$ cat config.mk
export PLATFORM = sky130hd
export DESIGN_NAME = sdram_arbiter
export DESIGN_NICKNAME = d
export VERILOG_FILES = /design/src/rtl/sdram_pkg.sv /design/src/rtl/sdram_arbiter.sv
export SDC_FILE = /design/constraint.sdc
export NUM_CORES = 1
export LEC_CHECK = 0
export CAP_MARGIN = 20
export CORE_UTILIZATION = 45
export CTS_CLUSTER_SIZE = 24
export DETAILED_ROUTE_END_ITERATION = 16
export DONT_BUFFER_PORTS = 1
export GPL_TIMING_DRIVEN = 0
export SYNTH_ARGS = -nofsm -noshare
export SYNTH_HDL_FRONTEND = slang
export SYNTH_SLANG_ARGS = --single-unit
$ cat constraint.sdc
create_clock -name sys_clk -period 1.45 [get_ports sys_clk]
set_input_delay 0.29 -clock sys_clk [delete_from_list [all_inputs] [get_ports sys_clk]]
set_output_delay 0.29 -clock sys_clk [all_outputs]
set_load 0.02 [all_outputs]
$ cat src/rtl/sdram_pkg.sv
// Shared definitions for the SDRAM controller: command encodings, idle bus
// values and the command-bus arbiter state type.
package sdram_pkg;

  // {cs_n, ras_n, cas_n, we_n}
  localparam logic [3:0] CMD_NOP         = 4'b0111;
  localparam logic [3:0] CMD_PRECHARGE   = 4'b0010;
  localparam logic [3:0] CMD_AUTOREFRESH = 4'b0001;

  // Bus values driven while nobody owns the bus
  localparam logic [1:0]  IDLE_BA   = 2'b11;
  localparam logic [11:0] IDLE_ADDR = 12'hFFF;

  typedef enum logic [2:0] {
    StInit,
    StArbit,
    StAref,
    StWrite,
    StRead
  } arb_state_e;

endpackage

$ cat src/rtl/sdram_arbiter.sv
// Command-bus arbiter for the SDRAM controller.
// Grants the single command/bank/address bus to one of four sources: the init
// sequencer until init_done, then refresh first and round-robin write/read.
// The owner's command is registered onto sdram_*; an owner that never signals
// its end is force-released after TIMEOUT_CYCLES busy cycles.
//
// Ports:
//   sys_clk, sys_rst        clock, synchronous active-high reset
//   init_done               init sequence complete (falling edge returns to INIT)
//   init_cmd/ba/addr        init sequencer command
//   ar_req/ar_end/ar_en     refresh request, finished, grant pulse
//   wr_req/wr_end/wr_en     write request, burst finished, grant pulse
//   rd_req/rd_end/rd_en     read request, burst finished, grant pulse
//   *_cmd/*_ba/*_addr       per-source command, bank and address
//   sdram_cmd/ba/addr       registered device command bus
//   timeout_err             sticky: an owner was force-released
module sdram_arbiter
  import sdram_pkg::*;
#(
  parameter int unsigned TIMEOUT_CYCLES = 1023
) (
  input  logic        sys_clk,
  input  logic        sys_rst,
  input  logic        init_done,
  input  logic [3:0]  init_cmd,
  input  logic [1:0]  init_ba,
  input  logic [11:0] init_addr,
  input  logic        ar_req,
  input  logic        ar_end,
  input  logic [3:0]  ar_cmd,
  input  logic [1:0]  ar_ba,
  input  logic [11:0] ar_addr,
  output logic        ar_en,
  input  logic        wr_req,
  input  logic        wr_end,
  input  logic [3:0]  wr_cmd,
  input  logic [1:0]  wr_ba,
  input  logic [11:0] wr_addr,
  output logic        wr_en,
  input  logic        rd_req,
  input  logic        rd_end,
  input  logic [3:0]  rd_cmd,
  input  logic [1:0]  rd_ba,
  input  logic [11:0] rd_addr,
  output logic        rd_en,
  output logic [3:0]  sdram_cmd,
  output logic [1:0]  sdram_ba,
  output logic [11:0] sdram_addr,
  output logic        timeout_err
);

  // The counter is cleared on entry, so busy cycle k sees cnt_q == k; releasing
  // when cnt_q hits TIMEOUT_CYCLES-1 gives exactly TIMEOUT_CYCLES busy cycles.
  localparam logic [9:0] CntLast = 10'(TIMEOUT_CYCLES - 1);

  arb_state_e  state_q, state_d;
  logic        last_wr_q, last_wr_d;
  logic [9:0]  cnt_q, cnt_d;
  logic        err_d;
  logic        busy, owner_end, timeout_hit;
  logic        grant_ar, grant_wr, grant_rd;
  logic [3:0]  cmd_d;
  logic [1:0]  ba_d;
  logic [11:0] addr_d;

  always_comb begin
    busy      = state_q inside {StAref, StWrite, StRead};
    owner_end = 1'b0;
    case (state_q)
      StAref:  owner_end = ar_end;
      StWrite: owner_end = wr_end;
      StRead:  owner_end = rd_end;
      default: owner_end = 1'b0;
    endcase
    timeout_hit = busy && !owner_end && (cnt_q == CntLast);
  end

  // Next-state
  always_comb begin
    state_d = state_q;
    if (!init_done) begin
      state_d = StInit;
    end else begin
      unique case (state_q)
        StInit:  state_d = StArbit;
        StArbit: begin
          if (ar_req) begin
            state_d = StAref;
          end else if (wr_req && (!rd_req || !last_wr_q)) begin
            state_d = StWrite;
          end else if (rd_req) begin
            state_d = StRead;
          end
        end
        StAref, StWrite, StRead: begin
          if (owner_end || timeout_hit) state_d = StArbit;
        end
        default: state_d = StInit;
      endcase
    end
  end

  // Grants, round-robin flag, timeout counter and error flag
  always_comb begin
    grant_ar  = (state_q == StArbit) && (state_d == StAref);
    grant_wr  = (state_q == StArbit) && (state_d == StWrite);
    grant_rd  = (state_q == StArbit) && (state_d == StRead);
    last_wr_d = last_wr_q;
    if (grant_wr) last_wr_d = 1'b1;
    if (grant_rd) last_wr_d = 1'b0;
    cnt_d = '0;
    if (busy && (state_d == state_q)) cnt_d = cnt_q + 10'd1;
    err_d = timeout_err | (timeout_hit && init_done);
  end

  // Output mux on the current owner; registered below
  always_comb begin
    cmd_d  = CMD_NOP;
    ba_d   = IDLE_BA;
    addr_d = IDLE_ADDR;
    case (state_q)
      StInit:  begin cmd_d = init_cmd; ba_d = init_ba; addr_d = init_addr; end
      StAref:  begin cmd_d = ar_cmd;   ba_d = ar_ba;   addr_d = ar_addr;   end
      StWrite: begin cmd_d = wr_cmd;   ba_d = wr_ba;   addr_d = wr_addr;   end
      StRead:  begin cmd_d = rd_cmd;   ba_d = rd_ba;   addr_d = rd_addr;   end
      default: begin cmd_d = CMD_NOP;  ba_d = IDLE_BA; addr_d = IDLE_ADDR; end
    endcase
  end

  always_ff @(posedge sys_clk) begin
    if (sys_rst) begin
      state_q     <= StInit;
      last_wr_q   <= 1'b0;
      cnt_q       <= '0;
      timeout_err <= 1'b0;
      ar_en       <= 1'b0;
      wr_en       <= 1'b0;
      rd_en       <= 1'b0;
      sdram_cmd   <= CMD_NOP;
      sdram_ba    <= IDLE_BA;
      sdram_addr  <= IDLE_ADDR;
    end else begin
      state_q     <= state_d;
      last_wr_q   <= last_wr_d;
      cnt_q       <= cnt_d;
      timeout_err <= err_d;
      ar_en       <= grant_ar;
      wr_en       <= grant_wr;
      rd_en       <= grant_rd;
      sdram_cmd   <= cmd_d;
      sdram_ba    <= ba_d;
      sdram_addr  <= addr_d;
    end
  end

endmodule

==> reports/metrics.yaml, run 1 <==
hold_path:
  worstHoldPathType: "in -> reg"
  min_path_cells: 1
  min_from: "init_done"
finish:
  post-route-util_pct: 55.8
  syn_to_final_growth_pct: 16.4
  nets: 315
  antenna_cells: 0
  drive_gt1_share_pct: 30.5
sta:
  tightest_slew_ns: 0.526
  finalMaxSlewViolations: 0
  finalHoldViolCount: 0
  fin_crit_ns: 1.58
  fin_ws_ns: -0.126
  whs_ns: 0.135
  worst_slew_margin_rel_pct: 65.0
  rsz0062_at_grt: "yes"
  fin_tns_setup_ns: -1.03
  setup_viol: 14
  fmax_mhz: 635
  fin_crit_sh_pct: 109
  fin_worst_skew_ns: 0.0112
logic_synthesis:
  synthDistinctLibCells: 50
  synth_async_sr_flop_share_pct: 0
  syn_nets: 305
  syn_area_um2: 1960
  syn_area_per_cell_um2: 8.83
  synth-seq-cells: 36
  syn-instance-count: 222
  yosysSeqAreaShare_pct: 36.8
  synthFlopType: "dfxtp_1"
  yosys.cell_count.top_type: "dfxtp_1"
  synth_top_area_cell: "dfxtp_1"
  yosys.area.top_type_share_pct: 36.8
  ys_top_cells_by_count: "dfxtp_1, nor2_1, nand2_1"
  yosys-top-cells-area: "dfxtp_1, nor3_2, mux2_2"
  synth_warnings: 0
  synth_edf_count: 0
worst_setup_path:
  critPathLaunch: "state_q[0]"
  cp.required_ns: 1.66
  crit_end: "cnt_q[6]"
  r2r_end: "cnt_q[6]"
  critical_path_class: "reg -> reg"
  reg2reg_from: "state_q[0]"
  r2r_slack_ns: -0.13
  cp-start-kind: "flip-flop"
  cp_data_arrival_time_ns: 1.79
  path_max_fanout: 10
  critical_path.endpoint_type: "flip-flop"
  reg2reg_depth: 5
floorplanning:
  die_h_um: 68.0
  die_w_um: 68.0
  initial_core_util_pct: 47.9
  rows: 23
  io_pins: 103
  die-area_um2: 4620
  core_region_area_um2: 4090
drt:
  ant_nets: 0
  via_count: 1762
  drc: 0
  via_per_inst: 6.23
  wire_per_inst_um: 19.0
  wirelength_um: 5370
  drt_iter0_drc: 79
  first_pass_iters: 6
cts:
  cts_buffer_depth: 2
  root_buffer: "clkbuf_8"
  cts.sink_count: 36
  clk_latency_ns: 0.29
  htreeDepth: 2
  hold_buffers: 0
  numCtsBuffers: 5
  clk_pin_slew_worst_paths_ns: 0.07
  cts_tree: "yes"
global_routing:
  grt_overflow_total: 0
  grt_pass1_vias: 1741
  antenna_found_initial: 0
  grt_pass1_wl_um: 7950
  grt_max_degree: 11
  grt_use_total_pct: 23.4
place:
  hpwlAfterDp_um: 3890
  gp_congestion: 0.782
  dp_slack_ns: -0.204
  port_buffers: 0
power:
  p_seq_share_pct: 53.1
  vdd_drop_max_uv: 565
  power.total_mw: 2.07
  power_density_nw_per_um2: 906
  switchingPower_mw: 0.536
  p_int_mw: 1.53
  p_leak_nw: 0.797
  netSwitchingFraction_pct: 26.0
  p_comb_share_pct: 11.5
  power_frac_clock_pct: 35.4
run_status:
  outcome: "finished, violations left"
  violations: "setup timing"
run:
  maxCapViolCount: 0
[worst min path at each step]
| stage | to | slack, ns |
|---|---|---|
| after floorplan | last_wr_q | 0.40 |
| after global placement | last_wr_q | 0.41 |
| after detailed placement | last_wr_q | 0.43 |
| after CTS | last_wr_q | 0.13 |
| after global routing | sdram_addr[4] | 0.13 |
| final | last_wr_q | 0.13 |
[power groups by stage]
stage	Combinational (mW)	Clock [mW]	Sequential, mW
after global routing	0.262	0.796	1.10
after floorplan	0.173	0	1.12
after CTS	0.224	0.751	1.10
final	0.237	0.731	1.10
after global placement	0.206	0	1.12
after detailed placement	0.214	0	1.12
[cell families (layout without fill, tap and decap cells)]
kind of cell | Yosys count | in the layout | synth area share (%)
AOI/OAI and AO/OA | 57 | 57 | 20.5
xor gates and xnor gates | 8 | 8 | 3.58
adders and majority gates | 2 | 2 | 1.28
buffers and inverters | 22 | 33 | 5.24
DFF | 36 | 36 | 36.8
muxes | 14 | 14 | 7.92
and+or+nand+nor | 83 | 83 | 24.7
[routing by layer]
| metal | vias to the layer above | wire length, um | global-route usage [%] |
|---|---|---|---|
| li1 | 833 | - | - |
| met1 | 850 | 2080 | 26.4 |
| met2 | 74 | 2870 | 42.2 |
| met3 | 5 | 378 | 6.17 |
| met4 | 0 | 38 | 7.81 |
| met5 | - | 0 | 0 |
[stage by stage]
stage	std cells	instance area, um2
global placement	272	2030
floorplan	222	1960
detailed placement	272	2030
CTS	282	2210
finish	283	2280
global route	283	2280
[final cells by class]
class,instances,area (um2)
fillers,376,1810
multi-input cells,164,1230
flip-flops and latches,36,736
plain buffers,16,109
clock buffers,8,90.1
well taps,50,62.6
repair buffers,4,31.3
inverters,5,21.3
[sequential cells by signal (all words and copies together), names as in the netlist, 2 cells and up]
name and count:
sdram_addr 12, sdram_cmd 4, cnt_q 10, state_q 3, sdram_ba 2
[worst max-delay path, cell delays in order, from the launching register on]
cell and delay (ns):
dfxtp_4 0.37, mux2_4 0.31, o31a_1 0.24, a211o_1 0.24
buf_6 0.16, nor3_4 0.16
[what timing repair did]
action | in CTS | in global routing
gates resized for setup | 25 | 20
pin swaps | 4 | 4
endpoints found under the setup margin | 34 | 33
buffers inserted | 2 | 0
cloned | 1 | 1
[layout by cell type, fill, tap and decap left out, drive strengths merged, types with 6 or more instances in the layout]
cell,instances
mux2,9
nand2,17
buf,12
a22oi,9
clkbuf,16
nand3,6
o22ai,9
dfxtp,36
nor3,12
a21oi,7
o2111ai,9
nor2,20
o21ai,10
nor2b,6
Power figures use the tool's default switching activity.
==> run 2, diff against run 1 <==
--- a/config.mk
+++ b/config.mk
@@ -10,7 +10,8 @@
 export CTS_CLUSTER_SIZE = 24
 export DETAILED_ROUTE_END_ITERATION = 16
 export DONT_BUFFER_PORTS = 1
-export GPL_TIMING_DRIVEN = 0
+export MAX_ROUTING_LAYER = met4
 export SYNTH_ARGS = -nofsm -noshare
 export SYNTH_HDL_FRONTEND = slang
 export SYNTH_SLANG_ARGS = --single-unit
+export TNS_END_PERCENT = 50
==> run 2 against run 1 <==
Non-clock buffer count is 10 higher. Clock-buffer cell count is 2 lower. Sequential cell count stayed put. Critical endpoint is now cnt_q[3]. The run still ends with setup timing left.
==> reports/metrics.yaml, run 2 (synthesis gave the netlist of run 1 again) <==
cts:
  cts_tree: "yes"
  clk_pin_slew_worst_paths_ns: 0.07  # about the same
  numCtsBuffers: 5  # unchanged
  root_buffer: "clkbuf_8"
  cts.sink_count: 36  # unchanged
  clk_latency_ns: 0.29  # about the same
  post_cts_buffers: 0  # -2
  cts_buffer_depth: 2  # unchanged
  htreeDepth: 2  # unchanged
  hold_buffers: 0  # unchanged
floorplanning:
  die-area_um2: 4620  # unchanged
  rows: 23  # unchanged
  io_pins: 103  # unchanged
  die_w_um: 68.0  # unchanged
  core_region_area_um2: 4090  # unchanged
  initial_core_util_pct: 47.9  # unchanged
  die_h_um: 68.0  # unchanged
drt:
  via_per_inst: 6.18  # -0.68%
  wire_per_inst_um: 18.0  # -4.9%
  first_pass_iters: 4  # -2
  wirelength_um: 5300  # -1.2%
  drt_iter0_drc: 76  # -3.8%
  ant_nets: 0  # unchanged
  drc: 0  # unchanged
  via_count: 1818  # +3.2%
global_routing:
  grt_overflow_total: 0  # unchanged
  antenna_found_initial: 0  # unchanged
  grt_max_degree: 20  # +9
  grt_use_total_pct: 23.5  # +0.067 points
  grt_pass1_vias: 1843  # +5.9%
  grt_pass1_wl_um: 7710  # -3.0%
worst_setup_path:
  path_buf_inv: 1  # unchanged
  critical_path.endpoint_type: "flip-flop"
  crit_slowest_cell: "dfxtp_4"
  cpLargestDelayFamily: "compound AO/OA/AOI/OAI gates"
  cp-start-kind: "flip-flop"
  path_max_fanout: 10  # unchanged
  crit_chain: "mux2_4 -> o31a_1 -> a211o_1 -> buf_12 -> nor3_2"
  cp.required_ns: 1.67  # about the same
  slowest_delay_ns: 0.37  # about the same
  cp_data_arrival_time_ns: 1.78  # about the same
  critical_path_class: "reg -> reg"
power:
  netSwitchingFraction_pct: 26.3  # +0.30 points
  power_density_nw_per_um2: 849  # -6.3%
  power.total_mw: 2.10  # +1.5%
  switchingPower_mw: 0.551  # +2.6%
  p_int_mw: 1.55  # +1.1%
  p_seq_share_pct: 52.4  # -0.7 points
  p_comb_share_pct: 12.4  # +0.9 points
  vdd_drop_max_uv: 602  # +6.6%
  power_frac_clock_pct: 35.2  # -0.2 points
  p_leak_nw: 0.900  # +13%
finish:
  nets: 326  # +3.5%
  drive_gt1_share_pct: 38.1  # +7.6 points
  post-route-util_pct: 60.4  # +4.6 points
  top_register: "sdram_addr"
  reg.largest.list: "sdram_addr (12), cnt_q (10), sdram_cmd (4)"
  mostFrequentLayoutCells: "dfxtp_1, buf_4, nor2_1"
  antenna_cells: 0  # unchanged
  syn_to_final_growth_pct: 26.1
  largest_reg_flops: 12  # unchanged
  final_common_cell: "dfxtp_1"
run:
  maxCapViolCount: 0  # unchanged
sta:
  tightest_slew_ns: 0.392  # -0.133 ns
  finalMaxSlewViolations: 0  # unchanged
  fin_ws_ns: -0.112  # +0.0134 ns
  rsz0062_at_grt: "yes"
  fin_crit_sh_pct: 108  # -0.93 points
  setup_viol: 13  # -1
  fin_crit_ns: 1.56  # -0.0134 ns
  finalHoldViolCount: 0  # unchanged
  worst_slew_margin_rel_pct: 73.8  # +8.8 points
  fin_tns_setup_ns: -1.01  # +0.0239 ns
  fmax_mhz: 640  # +0.86%
  fin_worst_skew_ns: 0.00663  # -0.00459 ns
  whs_ns: 0.0457  # -0.0889 ns
run_status:
  violations: "setup timing"
  outcome: "finished, violations left"
place:
  hpwlAfterDp_um: 3820  # -1.7%
  gp_congestion: 0.831  # +6.2%
  port_buffers: 0  # unchanged
hold_path:
  worstHoldPathType: "in -> reg"
run 2: cell count changes in the layout (fill, tap and decap cells not counted), sizes merged:
cell    delta
buf       +18
clkbuf    -10
clkinv     +2
o31a       +1
run 2: per-layer routing:
| metal | track usage [%] | vias to the layer above | share of wire (%) |
|---|---|---|---|
| met3 | 6.67 | 12 | 6.1 |
| met1 | 21.5 | 869 | 39 |
| met2 | 44.0 | 81 | 52 |
| met4 | 11.5 | 0 | 2.2 |
| li1 | - | 856 | - |
| met5 | - | - | 0 |
run 2: area by class of cell:
class                           instances  area (um2)
Tap cell                               50        62.6
Clock buffer                            6        82.6
Inverter                                5        18.8
Timing Repair Buffer                   30         267
Multi-Input combinational cell        165        1290
Sequential cell                        36         734
Clock inverter                          2        10.0
Fill cell                             346        1620
run 2: worst register-to-register path: stages (launching register included):
cell	delay (ns)
dfxtp_4	0.37
mux2_4	0.31
o31a_1	0.24
a211o_1	0.27
buf_12	0.16
nor3_2	0.15
run 2: through the flow:
step	setup slack (ns)	instances	instance area [um2]
2_1_floorplan	-0.0137	222	1960
4_1_cts	-0.125	293	2330
3_3_place_gp	-0.156	285	2190
5_1_grt	-0.163	294	2470
6_report	-0.112	294	2470
3_5_place_dp	-0.275	285	2190
run 2: worst paths after layout:
| kind | start | to | slack [ns] | cells after the start |
|---|---|---|---|---|
| worst max-delay path | state_q[0] | cnt_q[3] | -0.11 | 5 |
| worst max register to register | state_q[0] | cnt_q[3] | -0.11 | 5 |
| worst min register to register | cnt_q[0] | cnt_q[0] | 0.54 | 2 |
| worst min-delay path | sys_rst | state_q[1] | 0.05 | 1 |
run 2: what timing repair did:
item / in CTS / in global routing
pin swaps: 1 / 10
setup endpoints to repair: 32 / 32
resized for setup: 11 / 34
gates cloned: 0 / 1
run 2: power by group through the flow:
stage               Sequential (mW)  Clock, mW  Combinational [mW]
global route                   1.11      0.785               0.285
floorplan                      1.12          0               0.173
global placement               1.12          0               0.210
detailed placement             1.12          0               0.219
CTS                            1.10      0.750               0.230
finish                         1.10      0.738               0.259
